$ cat src/rtl/unary_ops_pipe.sv
// -----------------------------------------------------------------------------
// unary_ops_pipe
//
// Two-stage valid/ready pipeline that applies a run-time-selected unary or
// reduction operator to a WIDTH-bit operand. It also keeps a saturating count
// of the results the consumer has taken.
//
//   S1: operand/opcode register. It loads whenever the producer transfers.
//   S2: result register. It drives out_data/out_err/out_valid.
//
// Optional feature macro: UNARY_OPS_PIPE_WILDEQ_EN
//   When defined, opcodes 10/11 perform a wildcard equality test against
//   in_pat under the in_care mask, and S1 also stores pat/care.
//   When undefined, opcodes 10/11 are illegal and S1 has no pat/care storage.
//
// Parameters:
//   WIDTH  operand/result width (1..64)
//   CNT_W  completed-operation counter width (1..32)
//
// Ports:
//   clk        rising-edge clock
//   reset_n    asynchronous active-low reset
//   in_valid   operand/op offered          in_ready  block accepts this cycle
//   in_data    operand                     in_op     operator code
//   in_pat     wildcard pattern            in_care   wildcard care mask
//   out_valid  result available            out_ready consumer accepts
//   out_data   result (1-bit ops in bit 0) out_err   illegal opcode flag
//   op_count   saturating count of out_valid && out_ready transfers
// -----------------------------------------------------------------------------
module unary_ops_pipe #(
  parameter int WIDTH = 8,
  parameter int CNT_W = 16
) (
  input  logic             clk,
  input  logic             reset_n,
  input  logic             in_valid,
  output logic             in_ready,
  input  logic [WIDTH-1:0] in_data,
  input  logic [3:0]       in_op,
  input  logic [WIDTH-1:0] in_pat,
  input  logic [WIDTH-1:0] in_care,
  output logic             out_valid,
  input  logic             out_ready,
  output logic [WIDTH-1:0] out_data,
  output logic             out_err,
  output logic [CNT_W-1:0] op_count
);

  typedef enum logic [3:0] {
    OP_INV   = 4'd0,
    OP_POS   = 4'd1,
    OP_NEG   = 4'd2,
    OP_LNOT  = 4'd3,
    OP_RAND  = 4'd4,
    OP_RNAND = 4'd5,
    OP_ROR   = 4'd6,
    OP_RNOR  = 4'd7,
    OP_RXOR  = 4'd8,
    OP_RXNOR = 4'd9,
    OP_WEQ   = 4'd10,
    OP_WNEQ  = 4'd11
  } op_e;

  localparam logic [CNT_W-1:0] CNT_MAX = {CNT_W{1'b1}};

  logic             s1_valid;
  logic [WIDTH-1:0] s1_data;
  op_e              s1_op;
  logic             adv1;
  logic             accept;
  logic [WIDTH-1:0] result;
  logic             result_err;

`ifdef UNARY_OPS_PIPE_WILDEQ_EN
  logic [WIDTH-1:0] s1_pat;
  logic [WIDTH-1:0] s1_care;
  logic             wild_match;
`else
  // Pattern inputs have no function in this build.
  logic             unused_wild;
  assign unused_wild = ^{in_pat, in_care};
`endif

  // S2 can take a new value when it is empty or is being drained this cycle.
  assign adv1     = !out_valid || out_ready;
  assign in_ready = !s1_valid || adv1;
  assign accept   = in_valid && in_ready;

  // Stage-1 occupancy. A simultaneous accept and S1->S2 move keeps S1 full,
  // so a stream flows with no bubble.
  always_ff @(posedge clk or negedge reset_n) begin
    if (!reset_n) begin
      s1_valid <= 1'b0;
    end else if (accept) begin
      s1_valid <= 1'b1;
    end else if (adv1) begin
      s1_valid <= 1'b0;
    end
  end

  // NOTE: the payload registers carry no reset. They are only observed
  // when qualified by s1_valid, so resetting them would add reset fan-out
  // without changing behaviour.
  always_ff @(posedge clk) begin
    if (accept) begin
      s1_data <= in_data;
      s1_op   <= op_e'(in_op);
`ifdef UNARY_OPS_PIPE_WILDEQ_EN
      s1_pat  <= in_pat;
      s1_care <= in_care;
`endif
    end
  end

`ifdef UNARY_OPS_PIPE_WILDEQ_EN
  // A bit matches when it equals the pattern or is marked don't-care.
  assign wild_match = &(~(s1_data ^ s1_pat) | ~s1_care);
`endif

  // NOTE: every output of this block is given a default first. Any opcode
  // path that forgets an assignment then falls back to zero instead of
  // inferring a latch.
  always_comb begin
    result     = '0;
    result_err = 1'b0;
    case (s1_op)
      OP_INV:   result    = ~s1_data;
      OP_POS:   result    = s1_data;
      OP_NEG:   result    = '0 - s1_data;
      OP_LNOT:  result[0] = ~|s1_data;
      OP_RAND:  result[0] = &s1_data;
      OP_RNAND: result[0] = ~&s1_data;
      OP_ROR:   result[0] = |s1_data;
      OP_RNOR:  result[0] = ~|s1_data;
      OP_RXOR:  result[0] = ^s1_data;
      OP_RXNOR: result[0] = ~^s1_data;
`ifdef UNARY_OPS_PIPE_WILDEQ_EN
      OP_WEQ:   result[0] = wild_match;
      OP_WNEQ:  result[0] = ~wild_match;
`endif
      default:  result_err = 1'b1;
    endcase
  end

  // Stage 2: the result register. It holds all outputs while stalled.
  // NOTE: sequential state uses non-blocking assignments only. All flops
  // then sample pre-edge values, regardless of block ordering.
  always_ff @(posedge clk or negedge reset_n) begin
    if (!reset_n) begin
      out_valid <= 1'b0;
      out_data  <= '0;
      out_err   <= 1'b0;
    end else if (adv1) begin
      out_valid <= s1_valid;
      if (s1_valid) begin
        out_data <= result;
        out_err  <= result_err;
      end
    end
  end

  // The completed-output counter stops at all-ones instead of wrapping.
  always_ff @(posedge clk or negedge reset_n) begin
    if (!reset_n) begin
      op_count <= '0;
    end else if (out_valid && out_ready && (op_count != CNT_MAX)) begin
      op_count <= op_count + CNT_W'(1);
    end
  end

endmodule

$ cat config.mk
export PLATFORM = sky130hd
export DESIGN_NAME = unary_ops_pipe
export DESIGN_NICKNAME = d
export VERILOG_FILES = /design/src/rtl/unary_ops_pipe.sv
export SDC_FILE = /design/constraint.sdc
export NUM_CORES = 1
export LEC_CHECK = 0
export ABC_AREA = 1
export CELL_PAD_IN_SITES_DETAIL_PLACEMENT = 0
export CELL_PAD_IN_SITES_GLOBAL_PLACEMENT = 1
export CORE_ASPECT_RATIO = 1.75
export CORE_MARGIN = 4
export CORE_UTILIZATION = 38
export CTS_CLUSTER_DIAMETER = 120
export CTS_CLUSTER_SIZE = 12
export DETAILED_ROUTE_END_ITERATION = 12
export GPL_TIMING_DRIVEN = 0
export PLACE_DENSITY = 0.89
export SYNTH_ARGS = -nofsm -noshare
export SYNTH_HDL_FRONTEND = slang
export SYNTH_SLANG_ARGS = --single-unit
$ cat constraint.sdc
create_clock -name clk -period 3.9 [get_ports clk]
set_clock_uncertainty 0.15 [all_clocks]
set_input_delay 0.975 -clock clk [delete_from_list [all_inputs] [get_ports clk]]
set_output_delay 0.975 -clock clk [all_outputs]
set_load 0.05 [all_outputs]
==> results.md, run 1 <==
- The flow ran to the end, and the final reports show no timing, DRC or antenna violations.
- Summing internal, switching and leakage power gives ~0.0015 W.
- In this run the mean area of a mapped cell was about 7.7 um2.
- The number of buffers inserted by port buffering is 42.
- After global routing the overflow that remains totals 0.
- The area growth from synthesis to layout is 26.6%.
- The final critical delay including setup and external delays is around 3.6 ns.
- The largest voltage drop on the vdd net is around 320 uV.
- For this block, the via count after detailed routing is 2092.
- The kind of end point of the critical path is an output pin.
- The endpoint identified for the worst register-to-register timing path is op_count[2]$_DFFE_PN0P_.
- After synthesis, the cell types taking the most area are dfrtp_1 (29%), nand2_1 (17%), edfxtp_1 (16%), inv_1 (6.3%), nor2_1 (5.5%).
- After detailed routing, no signal wire sits above met4.
- The dominant cell by count in the synthesized netlist is nand2_1.
- Timing analysis after detailed placement gives a worst setup slack of around 0.34 ns.
- The worst hold path begins at out_data[1]$_DFFE_PN0P_.
- The worst setup path is launched from an input port.
- Gates resized during post-CTS repair numbered 0.
- Detailed routing placed a total of approximately 130 um of wire on met3.
- The share of final-layout standard cells stronger than drive strength 1 is under 10%.
- The detail-routed net length per standard cell is 13.5 um.
- At the pin with the least slew margin, the transition time is 0.654 ns.
- After layout, the worst path uses between 90% and 100% of the clock period.
- The final count of pins violating max slew is 0.
- After detailed routing, the total wire length is between 5000 and 6000 um.
- The fmax is ~280 MHz.
- The floorplan has 37 rows.
- For this block, the initial DRC count from the detailed router was 44.
- The sum of met2 wire segment lengths after detailed routing is ~3300 um.
- The die is roughly 67 um wide.
- After clock tree synthesis, the clock-pin slew on the worst setup and hold paths is approximately 0.08 ns.
- For the worst setup path, the data arrival time is roughly 2.4 ns.
- The worst setup path is of the input port to output pin kind.
- The slack of the worst reg-to-reg path is around 2.0 ns.
- Entering global routing, the biggest net connects 28 pins.
- The setup TNS is 0 ns.
- The via density per instance is slightly below 5.
- The worst reg2reg path depth is 9.
- Setup repair after global routing left no endpoint under its margin.
- The number of post-CTS setup repair buffers is 0.
- The worst hold path terminates at out_data[1]$_DFFE_PN0P_.
- The initial utilization of the core area, before any placement, comes to just under 40%.
- The final cell utilization of the core is roughly half.
- TritonCTS built the clock tree.
- The initial antenna violation count is 0.
- Power spread over the standard cell area amounts to 515 mW/mm2.
- The cell count after synthesis is around 300.
- After synthesis the cells add up to between 0.002 and 0.0025 mm2.
- Counting distinct cell types in the post-synthesis netlist gives 24.
- The startpoint identified for the worst register-to-register timing path is op_count[0]$_DFFE_PN0P_.
- The static leakage is 1.41 nW.
- The number of stages on the worst hold path is 2.
- The required arrival time at the worst endpoint is around 2.8 ns.
- The number of buffers added by the clock tree synthesis step is 5.
- The post-detailed-route count of antenna-violating nets is 0.
- Ranked by instance count, the synthesized netlist is headed by nand2_1 (107), inv_1 (39), nor2_1 (34), dfrtp_1 (27), nand3_1 (22).
- The number of hold violations in the final report is 0.
- The first-pass GRT wire length is between 9000 and 10000 um.
- For the worst-skew pair, the clock arrives at the later sink with an insertion delay of 0.29 ns.
- The core region is between 0.005 and 0.006 mm2.
- The cell type with the highest aggregate area in the netlist is dfrtp_1.
- At the end of the flow, the number of nets in the layout was between 300 and 400.
- After synthesis, the share of flip-flops with an asynchronous set or reset is between 60% and 70%.
- In this run the tightest slew margin relative to its limit is 56.4%.
- The Yosys step of the flow raised 0 warnings.
- Detailed placement finished with a half-perimeter wire length of ~4500 um.
- Among all flip-flop cells after synthesis, the most frequent one is dfrtp_1.
- The number of violations of the max-capacitance limit is 0.
- The clock root buffer is clkbuf_8.
- The number of antenna diodes in the final layout is 0.
- Across all setup checks in the final design, the least slack found is 0.333 ns.
- The number of storage elements in the synthesis netlist is 39.
- The via count of the first global-routing pass is approximately 2200.
- The congestion estimate from routability-driven global placement came to 0.838.
- CTS built an H-tree with a depth of 2.
- The maximum fanout count along the critical path is 3.
- The total nets after synthesis is 344.
- The clock sink count is 39.
- The met1 wire length is ~2200 um.
- The share of synthesized area in the top cell type comes to between 20 and 30%.
- The number of enable-type register cells in the synthesized netlist is 12.
- Setup violations remaining at the end of the flow were counted as 0.
- The worst hold path belongs to the class flip-flop to flip-flop.
- The die covers approximately 0.0075 mm2.
- In the routed design, unresolved DRC markers number 0.
- The maximum clock path buffer count is 2.
- The die extent in y is 111 um.
- The number of iterations in the first detailed-routing pass is 4.
- For this run, the total global-route usage over all layers was measured as about 17%.
- Sequential cells were found to cover roughly 45% of the synthesized design area.
- The count of boundary I/O pins is 59.
- Hold repair after CTS inserted 0 buffers.
-- kinds of logic after synthesis --
group | after synthesis | share of synthesized area, %
AND/OR/NAND/NOR | 179 | 32.4
adder cells (fa/ha/maj) | 9 | 4.85
XOR/XNOR | 10 | 3.77
AO/OA/AOI/OAI | 24 | 6.95
flip-flops | 39 | 44.6
buffers and inverters | 42 | 7.44
-- report_power, final --
part           switching [W]  internal, W
sequential         0.0000803     0.000494
combinational       0.000416     0.000211
clock               0.000151     0.000161
total               0.000647     0.000866
-- state kept, by name, summed over array words and instances, names as in the netlist --
register,flops
s1_op,4
s1_valid,1
s1_data,8
out_err,1
op_count,16
out_data,8
out_valid,1
-- critical path, cell delays in order --
cell and delay [ns]:
clkdlybuf4s50_1 0.48, inv_1 0.06, nand3_1 0.11, clkdlybuf4s50_1 0.82
-- per-layer routing --
| metal | up-vias | GRT usage, % |
|---|---|---|
| li1 | 1055 | - |
| met1 | 988 | 17.8 |
| met2 | 37 | 32.1 |
| met3 | 12 | 2.22 |
| met4 | 0 | 6.78 |
| met5 | - | 0 |
-- stage by stage --
| stage | hold WS [ns] | std cells | area, um2 |
|---|---|---|---|
| floorplan | 0.403 | 303 | 2320 |
| global placement | 0.315 | 423 | 2840 |
| detailed placement | 0.316 | 423 | 2840 |
| CTS | 0.338 | 431 | 2940 |
| global route | 0.368 | 431 | 2940 |
| finish | 0.329 | 431 | 2940 |
-- how the worst max path moves through the flow --
| stage | from | end | slack (ns) | cells after the start |
|---|---|---|---|---|
| CTS | out_ready | in_ready | 0.33 | 4 |
| finish | out_ready | in_ready | 0.33 | 4 |
| floorplan | out_ready | in_ready | 1.34 | 2 |
| global route | out_ready | in_ready | 0.26 | 4 |
| detailed placement | out_ready | in_ready | 0.34 | 4 |
| global placement | out_ready | in_ready | 0.34 | 4 |
-- cells in the final DEF (no fill, tap or decap) --
cell type        Yosys  final
nand2_1            107    107
o22ai_1              1      1
o21ai_0             10     10
nor3_2               1      1
edfxtp_1            12     12
nor3_1               5      5
clkinvlp_4           0      1
o21bai_1             1      1
nand2_2              3      3
nand3_1             22     22
nor3_4               1      1
nor2_1              34     34
nand3_2              1      1
dfrtp_1             27     27
inv_1               39     39
clkbuf_8             0      7
nand3b_1             1      1
and2_1               1      1
buf_6                2      2
o211ai_1             6      6
ha_1                 9      9
clkbuf_1             1      1
buf_2                0      1
o21ai_2              6      6
nand4_1              3      3
clkdlybuf4s50_1      0     41
xnor2_1              3      3
xor2_1               7      7
-- final cells by class --
| class | count | area [um2] |
|---|---|---|
| fillers | 624 | 2990 |
| multi-input cells | 222 | 1110 |
| flip-flops and latches | 39 | 1040 |
| repair buffers | 42 | 415 |
| inverters | 39 | 146 |
| well taps | 78 | 97.6 |
| clock buffers | 7 | 96.3 |
| plain buffers | 3 | 26.3 |
| clock inverters | 1 | 7.51 |
Power figures use the tool's default switching activity.
==> run 2, diff against run 1 <==
--- a/config.mk
+++ b/config.mk
@@ -17,4 +17,5 @@
 export GPL_TIMING_DRIVEN = 0
 export PLACE_DENSITY = 0.89
+export SKIP_CTS_REPAIR_TIMING = 1
 export SYNTH_ARGS = -nofsm -noshare
 export SYNTH_HDL_FRONTEND = slang
==> constraint.sdc (replaced) <==
create_clock -name clk -period 3.9 [get_ports clk]
set_clock_uncertainty 0.15 [all_clocks]
set_input_delay 0.78 -clock clk [delete_from_list [all_inputs] [get_ports clk]]
set_output_delay 0.78 -clock clk [all_outputs]
set_load 0.05 [all_outputs]
==> results of run 2 <==
The final DEF is identical to that of run 1. Status: finished clean.
Among the figures that moved: setup slack after placement 0.337 ns -> 0.727 ns; setup slack after layout 0.333 ns -> 0.723 ns
==> run 3, diff against run 2 <==
- CORE_UTILIZATION: 38 -> 35
- PLACE_DENSITY: 0.89 -> 0.83
- clock period: 3.9 -> 3 ns (I/O delays scaled with it)
==> run 3 against run 2 <==
Cell area rose by 1.7%. Global-route usage fell by 1.5 points. Count of clock-buffer cells in the layout fell by 1. Cell count rose by 0.93%. Flip-flop and latch count did not move. Total power rose by 39%. Sequential share of layout area fell by 0.60 points. Critical path type unchanged. Highest routed layer unchanged.
==> results.md, run 3 (synthesis gave the netlist of run 1 again) <==
- Run status: finished clean (unchanged).
- The setup TNS is 0 ns (unchanged).
- The number of flip-flops under the largest register name is 16 (unchanged).
- The capture instance of the worst register-to-register path is op_count[15]$_DFFE_PN0P_ (was op_count[2]$_DFFE_PN0P_).
- The clock slew at the register clock pins of the worst setup and hold paths came to 0.06 ns (was 0.08 ns).
- Most frequent cells in the layout: nand2_1 (107), clkdlybuf4s50_1 (41), inv_1 (39) (unchanged).
- The detail-routed net length per standard cell was 13.3 um (was 13.5 um).
- The worst stage delay on the critical path is 0.82 ns (about the same).
- The slew of the pin with the lowest slew margin came to 0.657 ns (was 0.654 ns).
- The static leakage came to 1.43 nW (was 1.41 nW).
- The count of inserted antenna diode cells is 0 (unchanged).
- The maximum clock path buffer count is 2 (unchanged).
- The fmax is between 300 and 400 MHz.
- The setup-violating endpoint count in the final report is 0 (unchanged).
- The number of placement rows was 39 (was 37).
- The count of boundary I/O pins is 59 (unchanged).
- The total global routing track utilization was 15.5% (was 16.9%).
- The relative max-transition margin was 56.2% (was 56.4%).
- The arrival time reported for the critical path endpoint came to 2.06 ns (was 2.25 ns).
- The power density over the cells is 703 mW/mm2 (was 515 mW/mm2).
- The first-pass GRT wire length came to 9670 um (was 9880 um).
- The total non-filler cell area in the finished layout is 0.00299 mm2 (was 0.00294 mm2).
- The count of routing violations after the opening detailed-route iteration is 47 (was 44).
- The cell depth of the worst setup path is 4 (unchanged).
- The overall die area was 0.00805 mm2 (was 0.00748 mm2).
- The depth of the CTS H-tree is 2 (unchanged).
- The met1 track demand over resource in global routing is 15.2% (was 17.8%).
- The leading cell type in the layout, fill and taps excluded is nand2_1 (unchanged).
- The kind of end point of the critical path is an output pin (unchanged).
- The met2 global-route usage is 29.3% (was 32.1%).
- The initial antenna violation count is 0 (unchanged).
- Ordered list of cells on the worst path: clkdlybuf4s50_1 > inv_1 > nand3_1 > clkdlybuf4s50_1 (unchanged).
- The cell repeated most along the worst path is clkdlybuf4s50_1 (unchanged).
- The via count is 2072 (was 2092).
- The post-detailed-route count of antenna-violating nets is 0 (unchanged).
- The die extent in y is 116 um (was 111 um).
- The number of buffers inserted by port buffering came to 42 (unchanged).
- The element type at the critical path start is an input port (unchanged).
- The later-pin clock latency in the skew report came to 0.29 ns (about the same).
- The via count of the first global-routing pass is 2110 (was 2220).
- The number of hold violations in the final report came to 0 (unchanged).
- Setup repair after global routing missed its margin: no (unchanged).
- The placeable core region came to 0.00649 mm2 (was 0.00593 mm2).
- The cell with the largest stage delay on the worst path was clkdlybuf4s50_1 (unchanged).
- The net total in the final layout is 393 (unchanged).
- The launch point of the worst path is out_ready (unchanged).
- The worst hold slack is 0.191 ns (was 0.329 ns).
- The placed wire-length estimate is 4440 um (was 4460 um).
- The largest voltage drop on the vdd net is 615 uV (was 319 uV).
- The slack of the worst reg-to-reg path is 1.08 ns (was 1.96 ns).
- The final count of pins violating max slew came to 0 (unchanged).
- The launching point of the worst reg2reg path was op_count[0]$_DFFE_PN0P_ (unchanged).
- The global routing's busiest layer was met2 (unchanged).
- The post-route DRC violation count is 0 (unchanged).
- The overall routed net length is 5800 um (was 5820 um).
- The register ranked first by flip-flop count is op_count (unchanged).
- The clock sink count came to 39 (unchanged).
- The number of violations of the max-capacitance limit is 0 (unchanged).
- The number of iterations in the first detailed-routing pass is 4 (unchanged).
- The final weighted congestion in routability-driven placement came to 0.863 (was 0.838).
- The required arrival time at the worst endpoint is 2.25 ns (was 2.97 ns).
- The die extent in x was 69.6 um (was 67.1 um).
- The worst path in the final design needs a cycle of 2.81 ns, including I/O delays and setup.
- The maximum number of pins on one net before global-route repair is 28 (unchanged).
- The clock root buffer is clkbuf_16 (was clkbuf_8).
- The share of final-layout standard cells stronger than drive strength 1 is 6.23% (was 6.52%).
- The number of buffers added by the clock tree synthesis step is 5 (unchanged).
- The overflow left after global routing is 0 (unchanged).
- The area after detailed placement came to 0.00285 mm2 (was 0.00284 mm2).
- The via density per instance is 4.76 (was 4.85).
- The total buffers and inverters traversed by the critical path came to 3 (unchanged).
- The type of the setup path with the least slack is input port to output pin (unchanged).
- The worst reg2reg path depth was 9 (unchanged).
- The maximum fanout count along the critical path is 3 (unchanged).
- The area growth from synthesis to layout is 28.8% (was 26.6%).
- The starting utilization of the core area is 35.8% (was 39.2%).
- The TritonCTS clock tree is built (unchanged).
- The critical path endpoint was in_ready (unchanged).
- The final cell utilization of the core came to 46.1% (was 49.6%).
- The met3 usage in global routing came to 2.69% (was 2.22%).
- Largest registers in the final layout: op_count (16), out_data (8), s1_data (8) (unchanged).
- The kind of cell adding the most delay to the critical path is buffers and inverters (unchanged).
- The worst min-delay path category is input port to async pin (was flip-flop to flip-flop).
- The final cycle utilization of the critical path is between 90 and 100%.
-- run 3: cell types whose count changed in the layout (fill, tap and decap cells not counted) --
cell	delta
clkinv_1	+1
clkbuf_8	-6
clkbuf_16	+5
-- run 3: how the worst min path moves through the flow --
stage                                    to  slack, ns
finish              op_count[4]$_DFFE_PN0P_       0.19
detailed placement  out_data[1]$_DFFE_PN0P_       0.32
global placement    out_data[2]$_DFFE_PN0P_       0.32
CTS                 out_data[1]$_DFFE_PN0P_       0.33
floorplan           op_count[0]$_DFFE_PN0P_       0.15
global route        out_data[5]$_DFFE_PN0P_       0.23
-- run 3: metrics by stage --
stage / cells / total power (W) / worst slack (ns)
detailed placement: 427 / 0.00157 / 0.181
floorplan: 303 / 0.00130 / 0.957
global route: 435 / 0.00223 / 0.113
global placement: 427 / 0.00156 / 0.184
CTS: 435 / 0.00213 / 0.176
finish: 435 / 0.00210 / 0.189
-- run 3: final cells by class --
class | instances | area, um2
Tap cell | 82 | 103
Multi-Input combinational cell | 222 | 1110
Sequential cell | 39 | 1040
Inverter | 39 | 146
Timing Repair Buffer | 42 | 415
Clock inverter | 2 | 11.3
Fill cell | 659 | 3500
Buffer | 3 | 26.3
Clock buffer | 6 | 139
-- run 3: report_power, final --
| part | leakage, nW | switching, W | internal (W) |
|---|---|---|---|
| logic | 0.882 | 0.000534 | 0.000274 |
| clock network | 0.0705 | 0.000221 | 0.000328 |
| registers | 0.474 | 0.000103 | 0.000643 |
| total | 1.43 | 0.000858 | 0.00125 |
-- run 3: routing by layer --
layer | routed length [um] | vias to the layer above
met5 | 0 | -
met4 | 235 | 0
met1 | 2140 | 963
met3 | 148 | 14
met2 | 3280 | 33
li1 | - | 1062
